## src/rtl/muldiv_cu.sv

```systemverilog
// Iterative LA32R M-class unit: shift-add multiply and restoring divide,
// retiring UNROLL bits per cycle, with pipeline stall and one-cycle done strobe.
module muldiv_cu #(
  parameter int WIDTH  = 32,
  parameter int UNROLL = 1
) (
  input  logic             cpu_clk,
  input  logic             cpu_rstn,
  input  logic [16:0]      op17,
  input  logic             start,
  input  logic             flush,
  input  logic [WIDTH-1:0] src_a,
  input  logic [WIDTH-1:0] src_b,
  output logic             is_md,
  output logic             stall,
  output logic             busy,
  output logic             done,
  output logic [WIDTH-1:0] result
);

  localparam int STEPS = WIDTH / UNROLL;
  localparam int CW    = $clog2(STEPS + 1);
  localparam logic [WIDTH-1:0]   ONE_W  = WIDTH'(1);
  localparam logic [2*WIDTH-1:0] ONE_2W = (2*WIDTH)'(1);

  typedef enum logic [1:0] {IDLE, CALC, FIX, DONE} state_t;
  typedef enum logic [1:0] {SEL_LO, SEL_HI, SEL_QUO, SEL_REM} sel_t;

  state_t state, state_nxt;

  sel_t             dec_sel;
  logic             dec_signed;
  logic             dec_div;
  logic             accept;
  logic             a_neg, b_neg;
  logic [WIDTH-1:0] abs_a, abs_b;
  logic             div_zero_in;

  logic [CW-1:0]      cnt;
  logic [2*WIDTH-1:0] acc;
  logic [WIDTH-1:0]   mag_b;
  logic [WIDTH-1:0]   dividend_q;
  sel_t               sel_q;
  logic               is_div_q;
  logic               neg_res_q;
  logic               neg_rem_q;
  logic               dz_q;

  logic [2*WIDTH-1:0] step;
  logic [WIDTH:0]     r2, diff, sum;
  logic [2*WIDTH-1:0] prod;
  logic [WIDTH-1:0]   quo, rem;
  logic [WIDTH-1:0]   fix_val;

  always_comb begin
    is_md      = 1'b1;
    dec_sel    = SEL_LO;
    dec_signed = 1'b0;
    dec_div    = 1'b0;
    case (op17)
      17'h00038: dec_sel = SEL_LO;
      17'h00039: begin dec_sel = SEL_HI;  dec_signed = 1'b1; end
      17'h0003A: dec_sel = SEL_HI;
      17'h00040: begin dec_sel = SEL_QUO; dec_signed = 1'b1; dec_div = 1'b1; end
      17'h00041: begin dec_sel = SEL_REM; dec_signed = 1'b1; dec_div = 1'b1; end
      17'h00042: begin dec_sel = SEL_QUO; dec_div = 1'b1; end
      17'h00043: begin dec_sel = SEL_REM; dec_div = 1'b1; end
      default:   is_md = 1'b0;
    endcase
  end

  // Operand magnitudes; mul.w low half is sign-agnostic so it runs unsigned.
  always_comb begin
    accept      = (state == IDLE) && start && is_md && !flush;
    a_neg       = dec_signed && src_a[WIDTH-1];
    b_neg       = dec_signed && src_b[WIDTH-1];
    abs_a       = a_neg ? (~src_a + ONE_W) : src_a;
    abs_b       = b_neg ? (~src_b + ONE_W) : src_b;
    div_zero_in = dec_div && (src_b == '0);
  end

  // Multiply and divide share one accumulator: {high/remainder, low/quotient}.
  always_comb begin
    step = acc;
    r2   = '0;
    diff = '0;
    sum  = '0;
    for (int i = 0; i < UNROLL; i++) begin
      if (is_div_q) begin
        r2   = step[2*WIDTH-1:WIDTH-1];
        diff = r2 - {1'b0, mag_b};
        if (!diff[WIDTH])
          step = {diff[WIDTH-1:0], step[WIDTH-2:0], 1'b1};
        else
          step = {step[2*WIDTH-2:0], 1'b0};
      end else begin
        sum  = {1'b0, step[2*WIDTH-1:WIDTH]} + (step[0] ? {1'b0, mag_b} : '0);
        step = {sum, step[WIDTH-1:1]};
      end
    end
  end

  always_comb begin
    prod    = neg_res_q ? (~acc + ONE_2W) : acc;
    quo     = acc[WIDTH-1:0];
    rem     = acc[2*WIDTH-1:WIDTH];
    fix_val = '0;
    case (sel_q)
      SEL_LO:  fix_val = prod[WIDTH-1:0];
      SEL_HI:  fix_val = prod[2*WIDTH-1:WIDTH];
      SEL_QUO: fix_val = dz_q ? '1 : (neg_res_q ? (~quo + ONE_W) : quo);
      SEL_REM: fix_val = dz_q ? dividend_q : (neg_rem_q ? (~rem + ONE_W) : rem);
      default: fix_val = '0;
    endcase
  end

  always_ff @(posedge cpu_clk or negedge cpu_rstn) begin
    if (!cpu_rstn)
      state <= IDLE;
    else
      state <= state_nxt;
  end

  always_comb begin
    state_nxt = state;
    case (state)
      IDLE: if (accept) state_nxt = div_zero_in ? FIX : CALC;
      CALC: begin
        if (flush)
          state_nxt = IDLE;
        else if (cnt == CW'(1))
          state_nxt = FIX;
      end
      FIX:  state_nxt = flush ? IDLE : DONE;
      DONE: state_nxt = IDLE;
      default: state_nxt = IDLE;
    endcase
  end

  // A flush drops stall in its own cycle so the flushed slot never waits on us.
  always_comb begin
    busy  = (state == CALC) || (state == FIX);
    stall = !flush && (((state == IDLE) && start && is_md) || busy);
  end

  always_ff @(posedge cpu_clk or negedge cpu_rstn) begin
    if (!cpu_rstn) begin
      cnt        <= '0;
      acc        <= '0;
      mag_b      <= '0;
      dividend_q <= '0;
      sel_q      <= SEL_LO;
      is_div_q   <= 1'b0;
      neg_res_q  <= 1'b0;
      neg_rem_q  <= 1'b0;
      dz_q       <= 1'b0;
      done       <= 1'b0;
      result     <= '0;
    end else begin
      done <= (state == FIX) && !flush;
      case (state)
        IDLE: begin
          if (accept) begin
            cnt        <= CW'(STEPS);
            acc        <= {{WIDTH{1'b0}}, abs_a};
            mag_b      <= abs_b;
            dividend_q <= src_a;
            sel_q      <= dec_sel;
            is_div_q   <= dec_div;
            neg_res_q  <= a_neg ^ b_neg;
            neg_rem_q  <= a_neg;
            dz_q       <= div_zero_in;
          end
        end
        CALC: begin
          if (!flush) begin
            acc <= step;
            cnt <= cnt - CW'(1);
          end
        end
        FIX: begin
          if (!flush)
            result <= fix_val;
        end
        default: ;
      endcase
    end
  end

endmodule

```

## config.mk

```make
export PLATFORM = sky130hd
export DESIGN_NAME = muldiv_cu
export DESIGN_NICKNAME = d
export VERILOG_FILES = /design/src/rtl/muldiv_cu.sv
export SDC_FILE = /design/constraint.sdc
export NUM_CORES = 1
export LEC_CHECK = 0
export BUFFER_PORTS_ARGS = -buffer_cell sky130_fd_sc_hd__buf_2
export CELL_PAD_IN_SITES_DETAIL_PLACEMENT = 0
export CELL_PAD_IN_SITES_GLOBAL_PLACEMENT = 1
export CORE_ASPECT_RATIO = 0.8
export CORE_MARGIN = 2
export CORE_UTILIZATION = 42
export CTS_CLUSTER_DIAMETER = 200
export DETAILED_ROUTE_END_ITERATION = 10
export PLACE_DENSITY = 0.78
export RECOVER_POWER = 25
export SLEW_MARGIN = 20
export SYNTH_ARGS = -nofsm -noshare
export SYNTH_HDL_FRONTEND = slang
export SYNTH_SLANG_ARGS = --single-unit
```

## constraint.sdc

```tcl
create_clock -name cpu_clk -period 2.9 [get_ports cpu_clk]
set_input_delay 0.145 -clock cpu_clk [delete_from_list [all_inputs] [get_ports cpu_clk]]
set_output_delay 0.145 -clock cpu_clk [all_outputs]
set_load 0.01 [all_outputs]
```

# Yosys cells after proc, flatten, opt, wreduce, memory -nomap -nowiden
# Cells that the tools add are included.
# Widths: inputs -> output; s select.
dict set report word_totals {
  out_inout_bits 36
  input_bits 85
  ff_bits 175
  word_cells 96
}
dict set report op_classes {
  n_addsub 8
  eq_ne 17
  mux 27
  n_reduce_logical 25
  bitwise_logic 7
}
# cell n
set op_table {}
lappend op_table {{$mux 64} 5}
lappend op_table {{$mux 32} 7}
lappend op_table {{$add 32x1->32 const B} 4}
lappend op_table {{$not 32->32} 4}
lappend op_table {{$pmux 32 s4} 1}
lappend op_table {{$pmux 64 s2} 1}
lappend op_table {{$eq 17x7->1 const B} 4}
lappend op_table {{$add 64x1->64 const B} 1}
lappend op_table {{$not 64->64} 1}
lappend op_table {{$eq 17x6->1 const B} 3}
lappend op_table {{$add 32x32->33} 1}
lappend op_table {{$sub 33x32->33} 1}
lappend op_table {{$logic_not 32->1} 1}
lappend op_table {{$mux 6} 2}
lappend op_table {{$pmux 6 s2} 1}
lappend op_table {{$mux 2} 5}
lappend op_table {{$eq 2x2->1 const B} 4}
lappend op_table {{$logic_and 1x1->1} 8}
lappend op_table {{$pmux 2 s4} 1}
lappend op_table {{$reduce_or 7->1} 1}
lappend op_table {{$eq 6x1->1 const B} 1}
lappend op_table {{$pmux 2 s3} 1}
lappend op_table {{$reduce_and 2->1} 3}
lappend op_table {{$reduce_or 2->1} 3}
lappend op_table {{14 further kinds} 20}

# Depth between registers and ports, before layout
# Gate-level depths: netlist of the first run.
dict set report depth {
  word_depth 7
  depth_mapped 14
  ltp_nobuf 13
}

# Least setup slack after synthesis of the first run
# OpenSTA, ideal clock, no wires.
dict set report synth_timing {
  kind {register to register}
  from {reg acc[31]}
  to {reg acc[32]}
  slack_ps -303
  t_required_ps 2755
  arrival_time_ps 3058
  stages_incl_launch_ff 15
  path_cell_list {dfrtp_1 inv_1 ha_1 fa_1 nand2b_1 a21oi_1 o21ai_0 a31oi_1 a21o_1 xor2_1 buf_2 clkbuf_1 nand2_1 o211ai_1 o221ai_1}
}
dict set report synth_via {
  elab_chain_cells 5
}
# element line
set synth_rtl {}
lappend synth_rtl {{start, declared} 40} ;# logic [2*WIDTH-1:0] acc;
lappend synth_rtl {{start signal, assigned} 165} ;# acc <= {{WIDTH{1'b0}}, abs_a};
lappend synth_rtl {{start signal, assigned} 177} ;# acc <= step;
lappend synth_rtl {{$sub 33x32->33} 91} ;# diff = r2 - {1'b0, mag_b};
lappend synth_rtl {{$mux 64 (*)} 92} ;# if (!diff[WIDTH])
lappend synth_rtl {{$mux 64 (*)} 89} ;# if (is_div_q) begin
lappend synth_rtl {{$mux 64 (*)} 176} ;# if (!flush) begin
lappend synth_rtl {{$pmux 64 s2 (*)} 161} ;# case (state)
# Mark *: on every way between the ends. The rest lies on a longest branch, timed or not. The select of a mux whose other input is x is not followed.
# A chain may end at the register's enable or synchronous reset.

# Worst setup path in the final report of the first run
dict set report layout_timing {
  from {reg acc[57]}
  to {reg acc[40]}
}
dict set report layout_via {
  elab_chain_cells 5
}
# element line
set layout_rtl {}
lappend layout_rtl {{$sub 33x32->33} 91}
lappend layout_rtl {{$mux 64} 92}
lappend layout_rtl {{$mux 64} 89}
lappend layout_rtl {{$mux 64} 176}
lappend layout_rtl {{$pmux 64 s2} 161}
# Every way passes these cells. The select of a mux whose other input is x is not followed.

==> results.md, run 1 <==
* Count of input and output buffers at 120
* Biggest area consumer among synthesized cells: dfrtp_1
* Fraction of final layout cells sized beyond drive strength 1 at 0.318
* Smallest setup slack after layout at -0.109 ns
* Static leakage at 9.40 nW
* RD Place Congestion at roughly 0.98
* Ys async rst share at 1.00
* WHS Endpoint: mag_b[22]
* Number of antenna violations at the first check in global routing at 1
* Largest net degree at the start of global routing at 71
* Tightest Hold Check Type: input port to flop
* Antenna Cells at 0
* Predominant post-synthesis flop cell: dfrtp_1
* Post-Synthesis Net Count at 2134
* Number of global-route vias before repair at about 16000
* Maximum clock rate at 0.332 GHz
* CORE AREA at 0.0370 mm²
* Total length of routed wires at 61200 µm
* Residual DRC at 0
* Drt wl/cell at 21.2 µm
* Number of standard cells after synthesis at 1973
* Die boundary width at 220 µm
* Ports placed on the boundary at about 120
* Max capacitance violation total at 1
* Total number of vias at 17100
* Net switching power figure at 8.31 mW
* Maximum clock path buffer count at 2
* Area of the die at about 0.039 mm²
* R2R Path End: acc[40]
* Post-Syn Area at 0.0157 mm²
* Slew at the pin with the worst max-slew slack at between 1.5 and 2 ns
* Data arrival time of the worst path at between 3 and 4 ns
* Number of pins with negative max-slew slack in the final report at 53
* Portion of total power attributed to combinational logic at 0.677
* Hold_sp: src_b[22]
* Violated checks: capacitance limit, slew limit, setup timing
* Placed Cells at 2785
* 1st-pass router iterations at 7
* Synth warnings at 0
* Mean number of vias per cell at 5.90
* Total Routing Usage GR at 0.312
* Final hold violation count at 0
* Startpoint type of the worst setup path: flop
* Time the final worst path needs with I/O delays and setup at between 3 and 4 ns
* Outcome: finished with violations
* Cell with the most instances after synthesis: nand2_1
* Sequential-to-total area share from yosys stat at 0.279
* Number of clock sinks at 175
* Switching power as a share of total power at 0.455
* Number of synthesized flops with an enable pin at 0
* Area share of the largest cell type after synthesis at 0.279
* Finished Layout Cells at 2894
* CTS tree: yes
* Critical path start-end classification: flop to flop
* Power per cell area at roughly 850 mW/mm²
* Seq pwr share at 0.196
* Clk pin slew, worst setup/hold paths at 0.07 ns
* Grt ovf at 0
* Clk Latency, worst-skew pair at 0.48 ns
* Clock skew at about 0.015 ns
* Synth-to-Final Area Change at 36.9%
* Final HPWL from detailed placement at 45900 µm
* Top cell types by occurrence after synthesis: nand2_1, o21ai_0, dfrtp_1, nor2_1, a21oi_1
* Final design utilization at 0.581
* Synth cell types at 81
* Kind of end point of the critical path: flop
* Critical-path maximum fanout at 8
* Endpoint required time on the critical path at 3.24 ns
* Top post-synthesis cells by area: dfrtp_1, ha_1, o21ai_0
* Crit share post-route at 1.04
* Part of the total power dissipated in the clock network at 0.127
* Worst reg2reg path startpoint: acc[57]
* RSZ-0062 raised after global routing: yes
* Antenna-violating nets left at 0
* Total negative slack for setup checks at -1.57 ns
* Root cell of the clock tree: clkbuf_16
* Total number of nets in the final design at ~2600
* Register bit total from synthesis at 175
* Relative max-transition margin at -0.124
* Average footprint of a synthesized cell at 7.95 µm²
* Wire length of the first global-routing pass at 92900 µm
* Final setup violation count at 28
* CTS Buf Count at 17
* Vertical die dimension at 177 µm
* Depth of the worst register-to-register path at 11
* Total internal power at 9.96 mW
* Violation count after the first detailed-route iteration at roughly 1500
* Number of levels in the clock H-tree at 4
* Max rail drop VDD at between 0.4 and 0.5 mV
* Row Count at 63
* Layout fillers at 3372
* Depth of the worst hold-timing path at 4
* Setup slack of the most critical reg-to-reg path at -0.11 ns
* Initial standard-cell utilization of the core at 0.424
==> worst max path at each step <==
stage / startpoint / cells after the start / to
after floorplan: acc[31] / 13 / acc[50]
after global placement: acc[0] / 15 / acc[61]
after detailed placement: acc[52] / 11 / acc[50]
after CTS: mag_b[0] / 14 / acc[61]
after global routing: acc[57] / 11 / acc[47]
final: acc[57] / 11 / acc[40]
==> logic make-up after synthesis <==
family | share of synthesized area
compound gates | 0.247
buf+inv | 0.0516
fa+ha+maj | 0.0616
flops | 0.279
simple gates | 0.191
mux | 0.0611
xor+xnor | 0.109
==> placed cells by master (no fill, tap or decap), drive strengths merged, types with 39 or more instances in the layout <==
cell type and instances:
nand3 42, mux2i 62, ha 74, buf 505, xnor2 99, nor2 155, xor2 96, inv 72
a21oi 135, nor3 39, dfrtp 175, nand2 223, o21ai 184
==> cell type report <==
class,count,area [µm²],share of cell area
inverter,68,268,0.0125
clock buffer,20,447,0.0208
clock inverter,12,101,0.00472
sequential,175,4380,0.204
multi-input combinational,1589,11500,0.537
tap,487,609,0.0284
timing repair buffer,543,4130,0.192
==> per-layer routing <==
| layer | vias to the layer above | wire length [µm] | GRT usage |
|---|---|---|---|
| met4 | 0 | 1430 | 0.0856 |
| met2 | 655 | 26500 | 0.457 |
| met1 | 8318 | 28500 | 0.456 |
| met3 | 96 | 4840 | 0.0711 |
| li1 | 8000 | - | - |
| met5 | - | 0 | 0 |
==> critical path, stage by stage, from the launching register on <==
cell	delay, ns
dfrtp_1	0.44
ha_1	0.36
o21ai_0	0.26
nor2_2	0.09
a2111oi_4	0.40
o22ai_2	0.15
a21o_4	0.22
xor2_4	0.29
buf_12	0.19
buf_12	0.15
mux2i_1	0.19
o221ai_1	0.13
==> registers in the layout, indices dropped and copies added (netlist names) <==
signal,flops
acc,64
cnt,6
dividend_q,32
done,1
dz_q,1
is_div_q,1
mag_b,32
neg_rem_q,1
neg_res_q,1
result,32
sel_q,2
state,2
==> timing repair <==
item	CTS	global route
buffers inserted	20	23
hold endpoints to repair	81	0
pin swaps	46	81
gates cloned	1	3
hold buffers	32	0
endpoints found under the setup margin	49	70
resized for setup	66	193
==> stage by stage <==
step           hold slack, ns  cell area (µm²)  total power, mW  setup slack [ns]
2_1_floorplan          -0.151            15800             9.11           0.00743
3_3_place_gp            0.180            19200             13.7            -0.185
3_5_place_dp            0.183            19200             13.9            -0.333
4_1_cts              0.000371            20500             16.8           -0.0899
5_1_grt               0.00993            21500             19.3            -0.213
6_report              0.00766            21500             18.3            -0.109
==> power by group through the flow <==
stage	clock network, mW	registers [mW]	logic (mW)
2_1_floorplan	0	3.59	5.52
3_3_place_gp	0	3.56	10.2
3_5_place_dp	0	3.58	10.3
4_1_cts	2.32	3.54	11.0
5_1_grt	2.43	3.63	13.3
6_report	2.31	3.58	12.4
(Power assumes the default switching activity.)
==> run 2, diff against run 1 <==
Settings changed: CORE_UTILIZATION 42 to 38, PLACE_DENSITY 0.78 to 0.72.
==> results.md, run 2 (synthesis gave the netlist of run 1 again) <==
* Outcome: finished with violations
* Violated checks: capacitance limit, slew limit, setup timing
* Antenna-violating nets left at 0 (unchanged)
* Ports placed on the boundary at 121 (unchanged)
* Met3 Routed Length at 4450 µm (-8.0%)
* Layout fillers at 3742 (+11%)
* Kind of end point of the critical path: flop
* Synth-to-Final Area Change at 40.8%
* Die boundary width at 231 µm (+5.0%)
* Antenna Cells at 0 (unchanged)
* Tightest Hold Check Type: input port to flop
* Violation count after the first detailed-route iteration at 1665 (+11%)
* Drt wl/cell at 21.0 µm (-0.89%)
* Highest routed layer: met4
* Number of global-route vias before repair at 16200 (+0.68%)
* Clk pin slew, worst setup/hold paths at 0.07 ns (about the same)
* Crit share post-route at 1.06 (+0.0226)
* Final HPWL from detailed placement at 47300 µm (+3.2%)
* Routed met1 length at 30100 µm (+5.6%)
* Static leakage at 9.65 nW (+2.6%)
* Clk Latency, worst-skew pair at 0.48 ns (about the same)
* 1st-pass router iterations at 6 (-1)
* Root cell of the clock tree: clkbuf_16
* RSZ-0062 raised after global routing: yes
* Most frequent cell on the critical path: or4_4
* Flip-flop count of the largest register, all copies and words added at 64 (unchanged)
* Number of levels in the clock H-tree at 4 (unchanged)
* Length of routed met2 wiring at 27100 µm (+2.2%)
* Critical-path maximum fanout at 2 (-6)
* Clock skew at 0.0118 ns (-0.00322 ns)
* Number of antenna violations at the first check in global routing at 0 (-1)
* Row Count at 66 (+4.8%)
* Power per cell area at 865 mW/mm² (+1.7%)
* Final hold violation count at 0 (unchanged)
* Grt ovf at 0 (unchanged)
* Wire length of the first global-routing pass at 94000 µm (+1.2%)
* Register with the most flip-flops: acc
* Number of clock sinks at 175 (unchanged)
* Worst hold margin at 0.00730 ns (-0.000365 ns)
* Count of input and output buffers at 120 (unchanged)
* Worst reg2reg path startpoint: acc[24]
* Fraction of final layout cells sized beyond drive strength 1 at 0.335 (+0.0170)
* Critical path start-end classification: flop to flop
* Total Routing Usage GR at 0.285 (-0.0271)
* Maximum clock rate at 0.325 GHz (-2.1%)
* Most common library cell in the layout ignoring fill and taps: buf_4
* Final design utilization at 0.543 (-0.0380)
* Slowest library cell on the worst path: or4_4
* Depth of the worst register-to-register path at 9 (-2)
* Setup slack at placement at -0.353 ns (-0.0204 ns)
* Slew at the pin with the worst max-slew slack at 1.97 ns (+0.285 ns)
* WHS Endpoint: mag_b[11]
* Number of pins with negative max-slew slack in the final report at 69 (+30%)
* Smallest setup slack after layout at -0.175 ns (-0.0656 ns)
* Maximum clock path buffer count at 2 (unchanged)
* RD Place Congestion at 0.960 (-2.5%)
* R2R Path End: result[31]
* Final setup violation count at 28 (unchanged)
* Max rail drop VDD at 0.516 mV (+5.8%)
* Total length of routed wires at 62700 µm (+2.5%)
* Vertical die dimension at 186 µm (+5.0%)
* Hold_sp: src_b[11]
* Residual DRC at 0 (unchanged)
* Endpoint required time on the critical path at 3.25 ns (about the same)
* CTS Buf Count at 17 (unchanged)
* CTS tree: yes
* Series of cell instances along the critical path: or4_4 > or4_4 > nor4_4 > nand2_2 > or4_4 > mux2i_1 > o221ai_1 > buf_4 > o221a_1
* Depth of the worst hold-timing path at 4 (unchanged)
* CORE AREA at 0.0407 mm² (+10%)
* Setup slack of the most critical reg-to-reg path at -0.17 ns (-0.07 ns)
* Time the final worst path needs with I/O delays and setup at 3.07 ns (+0.0656 ns)
* Area of the die at 0.0429 mm² (+10%)
* Relative max-transition margin at -0.314 (-0.190)
* Critical path buffer and inverter count at 1 (-1)
* Commonest cells after routing, fill and taps aside: buf_4, nand2_1, dfrtp_1
* Top Family by Delay on Critical Path: simple AND/OR/NAND/NOR gates
* Mean number of vias per cell at 5.75 (-2.5%)
* Largest net degree at the start of global routing at 70 (-1.4%)
* Highest cell delay on the worst timing path at 0.54 ns (+0.10 ns)
* Startpoint type of the worst setup path: flop
* Total number of vias at 17200 (+0.81%)
* Initial standard-cell utilization of the core at 0.385 (-0.0390)
* Data arrival time of the worst path at 3.43 ns (+0.08 ns)
* Total number of nets in the final design at 2598 (+1.7%)
* Max capacitance violation total at 1 (unchanged)
==> run 2: cell types whose count changed in the layout (fill, tap and decap cells not counted), sizes merged <==
cell and delta:
dlygate4sd3 +3, inv +2, clkbuf -1, buf +40
bufinv +2, clkinvlp -4
==> run 2: worst max path at each step <==
stage | startpoint | to | depth (start not counted)
finish | acc[24] | result[31] | 9
global route | acc[0] | acc[61] | 13
CTS | acc[24] | result[31] | 9
detailed placement | acc[16] | result[29] | 8
global placement | acc[16] | result[29] | 8
floorplan | acc[31] | acc[50] | 13
==> run 2: where the power goes <==
| part | switching (mW) | leakage [nW] | total (mW) | internal (mW) |
|---|---|---|---|---|
| logic | 6.81 | 7.15 | 13.1 | 6.29 |
| clock network | 1.15 | 0.288 | 2.46 | 1.31 |
| registers | 0.533 | 2.21 | 3.56 | 3.02 |
==> run 2: layout make-up <==
type / instances / area, µm² / area share
clock buffers: 19 / 443 / 0.0200
well taps: 544 / 681 / 0.0308
flip-flops and latches: 175 / 4390 / 0.199
repair buffers: 586 / 4520 / 0.205
inverters: 68 / 263 / 0.0119
clock inverters: 12 / 149 / 0.00674
multi-input cells: 1589 / 11600 / 0.527
==> run 2: per-layer routing <==
| metal | vias to the layer above | GRT usage |
|---|---|---|
| met5 | - | 0 |
| met4 | 0 | 0.0601 |
| met3 | 78 | 0.0532 |
| met2 | 633 | 0.430 |
| met1 | 8411 | 0.420 |
| li1 | 8086 | - |
==> run 2: tightest hold or removal path, stage by stage <==
cell and delay [ns]:
buf_2 0.10, xor2_1 0.06, nor2_1 0.08, a21oi_1 0.05
==> run 2: timing repair <==
action                                  in CTS  in global routing
hold buffers                                35                  0
gates cloned                                 0                  3
endpoints found under the setup margin      56                 66
resized for setup                           97                197
pin swaps                                   35                 80
endpoints found under the hold margin       99                  0
setup buffers                               24                 29
==> run 2: per-stage QoR <==
step / total power [mW] / instances / instance area [µm²] / setup TNS, ns
global placement: 14.0 / 2877 / 19500 / -6.34
detailed placement: 14.1 / 2877 / 19500 / -9.85
global route: 20.2 / 2993 / 22100 / -4.99
finish: 19.1 / 2993 / 22100 / -1.71
floorplan: 9.11 / 1973 / 15800 / 0
CTS: 17.3 / 2967 / 21000 / -0.479
